[src/rtl/masked_gadget_scheduler.sv]
// masked_gadget_scheduler
// Round-robin issue controller for one shared, fixed-latency masked gadget.
// Issues at most one operation per cycle, only when a fresh randomness word
// is available, and returns a one-hot response strobe LAT cycles after issue.
// Carries no share data: it only drives mux selects and strobes.
// Optional macro ISSUE_GAP_EN: forces an idle cycle after every issue.
module masked_gadget_scheduler #(
  parameter int N       = 4,
  parameter int LAT     = 3,
  parameter int MAX_OUT = 2
) (
  input  logic         C,
  input  logic         R,
  input  logic         en,
  input  logic [N-1:0] req,
  output logic [N-1:0] ack,
  output logic [N-1:0] gnt,
  output logic         g_go,
  input  logic         rnd_valid,
  output logic         rnd_take,
  output logic [N-1:0] rsp_valid,
  output logic         busy
);

  localparam int IW = (N > 1) ? $clog2(N) : 1;
  localparam int CW = $clog2(MAX_OUT + 1);

  typedef enum logic [1:0] {
    ST_IDLE  = 2'd0,
    ST_RUN   = 2'd1,
    ST_DRAIN = 2'd2
  } state_t;

  state_t        state_q, state_d;
  logic [IW-1:0] ptr_q, ptr_d;
  logic [CW-1:0] cnt_q, cnt_d;

  // Tag pipeline, index 0 is stage 1, index LAT-1 is the completing stage
  logic          tag_vld_q [LAT];
  logic          tag_vld_d [LAT];
  logic [IW-1:0] tag_idx_q [LAT];
  logic [IW-1:0] tag_idx_d [LAT];

  logic          win_found;
  logic [IW-1:0] win_idx;
  logic          issue;
  logic          done;

  assign done = tag_vld_q[LAT-1];

`ifdef ISSUE_GAP_EN
  logic gap_q, gap_d;

  // Remember that the previous cycle issued so this cycle stays quiet
  always_comb begin
    gap_d = issue;
  end

  // Gap flag register
  always_ff @(posedge C or posedge R) begin
    if (R) gap_q <= 1'b0;
    else   gap_q <= gap_d;
  end
`endif

  // Round-robin pick: first set req scanning ptr+1, ptr+2, ... mod N
  always_comb begin
    logic [IW-1:0] cand;
    win_found = 1'b0;
    win_idx   = '0;
    cand      = '0;
    // Walk from the farthest offset down so the nearest one wins last
    for (int k = N; k >= 1; k--) begin
      cand = IW'((int'(ptr_q) + k) % N);
      if (req[cand]) begin
        win_found = 1'b1;
        win_idx   = cand;
      end
    end
  end

  // Issue decision; a completion this cycle frees a slot at cnt == MAX_OUT
  always_comb begin
    issue = !R && en && (state_q != ST_DRAIN) && win_found && rnd_valid &&
            ((cnt_q < CW'(MAX_OUT)) || done);
`ifdef ISSUE_GAP_EN
    issue = issue && !gap_q;
`endif
  end

  // Next-state logic: FSM, pointer, occupancy counter
  always_comb begin
    ptr_d = issue ? win_idx : ptr_q;
    cnt_d = cnt_q;
    if (issue && !done)      cnt_d = cnt_q + CW'(1);
    else if (!issue && done) cnt_d = cnt_q - CW'(1);

    state_d = state_q;
    case (state_q)
      ST_IDLE: begin
        if (en) state_d = ST_RUN;
      end
      ST_RUN: begin
        if (!en) state_d = (cnt_d != '0) ? ST_DRAIN : ST_IDLE;
      end
      ST_DRAIN: begin
        if (en)                 state_d = ST_RUN;
        else if (cnt_d == '0)   state_d = ST_IDLE;
      end
      default: state_d = ST_IDLE;
    endcase
  end

  // Tag pipeline shift: new issue enters stage 1, others advance one stage
  always_comb begin
    tag_vld_d[0] = issue;
    tag_idx_d[0] = win_idx;
    for (int i = 1; i < LAT; i++) begin
      tag_vld_d[i] = tag_vld_q[i-1];
      tag_idx_d[i] = tag_idx_q[i-1];
    end
  end

  // Control state register; ptr resets to N-1 so requester 0 goes first
  always_ff @(posedge C or posedge R) begin
    if (R) begin
      state_q <= ST_IDLE;
      ptr_q   <= IW'(N - 1);
      cnt_q   <= '0;
    end else begin
      state_q <= state_d;
      ptr_q   <= ptr_d;
      cnt_q   <= cnt_d;
    end
  end

  genvar gi;
  generate
    for (gi = 0; gi < LAT; gi++) begin : g_tag
      // One tag stage; reset drops every in-flight operation
      always_ff @(posedge C or posedge R) begin
        if (R) begin
          tag_vld_q[gi] <= 1'b0;
          tag_idx_q[gi] <= '0;
        end else begin
          tag_vld_q[gi] <= tag_vld_d[gi];
          tag_idx_q[gi] <= tag_idx_d[gi];
        end
      end
    end
  endgenerate

  // Outputs: Mealy issue strobes plus registered response decode
  always_comb begin
    ack       = issue ? ({{(N-1){1'b0}}, 1'b1} << win_idx) : '0;
    gnt       = ack;
    g_go      = issue;
    rnd_take  = issue;
    rsp_valid = done ? ({{(N-1){1'b0}}, 1'b1} << tag_idx_q[LAT-1]) : '0;
    busy      = (state_q != ST_IDLE);
  end

endmodule
[config.mk]
export PLATFORM = sky130hd
export DESIGN_NAME = masked_gadget_scheduler
export DESIGN_NICKNAME = d
export VERILOG_FILES = /design/src/rtl/masked_gadget_scheduler.sv
export SDC_FILE = /design/constraint.sdc
export NUM_CORES = 1
export LEC_CHECK = 0
export BUFFER_PORTS_ARGS = -buffer_cell sky130_fd_sc_hd__buf_2
export CAP_MARGIN = 10
export CORE_MARGIN = 5
export CORE_UTILIZATION = 46
export DETAILED_ROUTE_END_ITERATION = 10
export PLACE_DENSITY = 0.73
export SYNTH_ARGS = -nofsm -noshare
export SYNTH_HDL_FRONTEND = slang
export SYNTH_SLANG_ARGS = --single-unit
export TNS_END_PERCENT = 50
[constraint.sdc]
create_clock -name C -period 4.2 [get_ports C]
set_clock_uncertainty 0.1 [all_clocks]
set_input_delay 0.84 -clock C [delete_from_list [all_inputs] [get_ports C]]
set_output_delay 0.84 -clock C [all_outputs]
set_load 0.03 [all_outputs]
==> flow_metrics.env <==
export IMPL_num_rows=14
export IMPL_globalRoute_totalOverflow=0
export IMPL_finalSetupViolCount=0
export IMPL_post_cts_resized=0
export IMPL_io_buffer_count=22
export IMPL_netlist_area_sq_um=731
export IMPL_synth_async_sr_flop_share_pct=100
export IMPL_worst_endpoint_required_ns=3.26
export IMPL_layout_cells_most_common="buf_2"
export IMPL_fin_hold_ws_ns=0.256
export IMPL_synth_enable_flop_cells=0
export IMPL_timing_final_crit_share_pct=74.0
export IMPL_finalHoldViolCount=0
export IMPL_die_height_um=49.9
export IMPL_worst_path_max_fanout=4
export IMPL_dpl_hpwl_um=1070
export IMPL_initial_utilization_pct=48.5
export IMPL_detail_route_drc_violations=0
export IMPL_fraction_of_final_layout_cells_sized_beyond_drive_strength_1_pct=37.2
export IMPL_synth_xor_area_share_pct=3.60
export IMPL_boundaryPins=23
export IMPL_yosys_register_bits=15
export IMPL_top_library_cells_by_usage_in_the_layout_fill_and_taps_aside="buf_2, dfrtp_1, o21ai_0, nor2_1, inv_1"
export IMPL_detail_route_wl_per_cell_um=13.7
export IMPL_areaGrowthSynthToFinish_pct=16.8
export IMPL_first_global_vias=543
export IMPL_dp_cells=98
export IMPL_synth_fa_ha_area_share_pct=0
export IMPL_p_switching_mw=0.0731
export IMPL_postSynthNetCount=73
export IMPL_die_width_um=49.9
export IMPL_clock_power_share_pct=30.4
export IMPL_finalSetupTns_ns=0
export IMPL_cp_start_kind="input port"
export IMPL_setup_worst_path_class="input port to primary output"
export IMPL_syn_area_per_cell_sq_um=11.2
export IMPL_drv_max_cap_violation_count=0
export IMPL_hold_path_class="flip-flop to flip-flop"
export IMPL_clk_root_buffer_cell="clkbuf_4"
export IMPL_synth_simple_area_share_pct=25.9
export IMPL_synth_yosys_warnings=0
export IMPL_max_slew_worst_pin_slew_ns=0.553
export IMPL_grt_setup_unrepaired="false"
export IMPL_cts_setup_buffers=0
export IMPL_fin_total_pwr_mw=0.276
export IMPL_worst_ir_drop_vdd_mv=0.237
export IMPL_globalRouteTotalUtil_pct=12.2
export IMPL_cts_htree_levels=1
export IMPL_final_critical_period_ns=3.11
export IMPL_cts_hold_buffers=0
export IMPL_finalNetCount=95
export IMPL_antenna_violating_nets_post_route=0
export IMPL_fmax_ghz=0.322
export IMPL_prevailing_post_synth_register_cell="dfrtp_1"
export IMPL_cellPowerDensity_nw_per_um2=324
export IMPL_cell_internal_pwr_mw=0.203
export IMPL_clock_sinks=15
export IMPL_synth_cells=65
export IMPL_main_combinational_cell_family_by_area_after_synthesis="simple AND/OR/NAND/NOR gates"
export IMPL_final_critical_path_setup_slack_ns=1.09
export IMPL_synth_yosys_seq_area_share_pct=51.7
export IMPL_cts_path_max_buffers=2
export IMPL_timing_slew_headroom_pct=62.8
export IMPL_worst_setup_hold_path_clk_slew_ns=0.10
export IMPL_dpl_worst_slack_ns=1.11
export IMPL_pin_count_of_the_biggest_net_entering_global_routing=16
export IMPL_run_status="finished, final reports clean"
export IMPL_die_area_sq_um=2490
export IMPL_clock_insertion_delay_worst_skew_ns=0.29
export IMPL_worstPathArrival_ns=2.17
export IMPL_core_area_sq_um=1510
export IMPL_power_frac_seq_pct=58.2
export IMPL_post_synth_mux_area_share_pct=1.54
export IMPL_antenna_found_initial=0
export IMPL_share_of_the_synthesized_area_in_compound_gates_ao_oa_aoi_oai_pct=10.1
export IMPL_post_drt_via_cell_ratio=5.25
export IMPL_grt_first_pass_wirelength_um=2320
export IMPL_drt_initial_drc_count=8
export IMPL_total_leakage_power_nw=0.418
export IMPL_crit_path_end_kind="primary output"
export IMPL_totalWireLength_um=1400
export IMPL_final_cells=102
export IMPL_drtPass1Iterations=4
export IMPL_comb_power_share_pct=11.4
export IMPL_slew_viol_final=0
export IMPL_n_antenna_cell=0
export IMPL_power_share_switching_pct=26.5
export IMPL_gp_congestion=0.778
export IMPL_tritoncts="yes"
export IMPL_detailroute_via_count=536
export IMPL_tritoncts_num_buffers=3
export IMPL_synth_distinct_cells=28
[cells by family (layout without fill, tap and decap cells)]
family	Yosys count	count (layout)
XOR/XNOR	3	3
flip-flops	15	15
buffers and inverters	9	30
AO/OA/AOI/OAI	11	11
multiplexers	1	1
AND/OR/NAND/NOR	26	26
[power groups by stage]
| stage | Clock, mW | Combinational (mW) | Sequential, mW |
|---|---|---|---|
| global placement | 0 | 0.0310 | 0.163 |
| global route | 0.0941 | 0.0353 | 0.162 |
| floorplan | 0 | 0.0211 | 0.162 |
| detailed placement | 0 | 0.0316 | 0.164 |
| CTS | 0.0880 | 0.0319 | 0.161 |
| finish | 0.0839 | 0.0315 | 0.161 |
[sequential cells by signal (all words and copies together), names as in the netlist]
signal and cells:
cnt_q 2, tag_idx_q 2, tag_vld_d 2, done 1, state_q 2, ptr_q 2
tag_idx_d 4
[worst max-delay path, cell delays in order]
cell     delay (ns)
buf_2          0.13
and2b_1        0.18
o21ai_0        0.21
o211a_1        0.23
inv_1          0.07
nor4_1         0.24
buf_2          0.27
[layer usage]
metal | track usage (%) | vias to the layer above | wire, um
met5 | 0 | - | 0
met4 | 5.24 | 0 | 12
met3 | 5.42 | 2 | 105
met2 | 19.1 | 17 | 691
met1 | 14.3 | 251 | 591
li1 | - | 266 | -
[cell type report]
| class | count | area (sq um) |
|---|---|---|
| fillers | 141 | 653 |
| flip-flops and latches | 15 | 378 |
| multi-input cells | 41 | 300 |
| repair buffers | 22 | 110 |
| clock buffers | 3 | 22.5 |
| well taps | 16 | 20.0 |
| inverters | 4 | 15.0 |
| clock inverters | 1 | 7.51 |
[synth_stat cells, types with 3 or more instances]
cell | instances | share of area [%]
xnor2_1 | 3 | 3.6
buf_4 | 5 | 5.1
o21ai_0 | 4 | 2.7
inv_1 | 4 | 2.1
nor2b_1 | 3 | 2.6
nor2_1 | 4 | 2.1
dfrtp_1 | 13 | 45
and3_1 | 3 | 2.6
[path summary, 6_finish.rpt]
path | start | endpoint | slack, ns | cells after the start
max in group asynchronous | R | done$_DFF_PP0_ | 3.13 | 2
hold / removal | tag_vld_d[1]$_DFF_PP0_ | tag_vld_d[0]$_DFF_PP0_ | 0.26 | 0
hold reg to reg | tag_vld_d[1]$_DFF_PP0_ | tag_vld_d[0]$_DFF_PP0_ | 0.26 | 0
setup reg to reg | cnt_q[1]$_DFF_PP0_ | ptr_q[1]$_DFFE_PP1P_ | 2.49 | 3
setup / recovery | req[0] | ack[0] | 1.09 | 7
min in group asynchronous | R | tag_vld_d[0]$_DFF_PP0_ | 0.49 | 2
[through the flow]
step	utilization, %	area [sq um]
6_report	56.6	853
5_1_grt	56.6	853
3_3_place_gp	54.7	823
3_5_place_dp	54.7	823
2_1_floorplan	-	731
4_1_cts	56.6	853
Note: power is estimated with default switching activity, not from simulation.
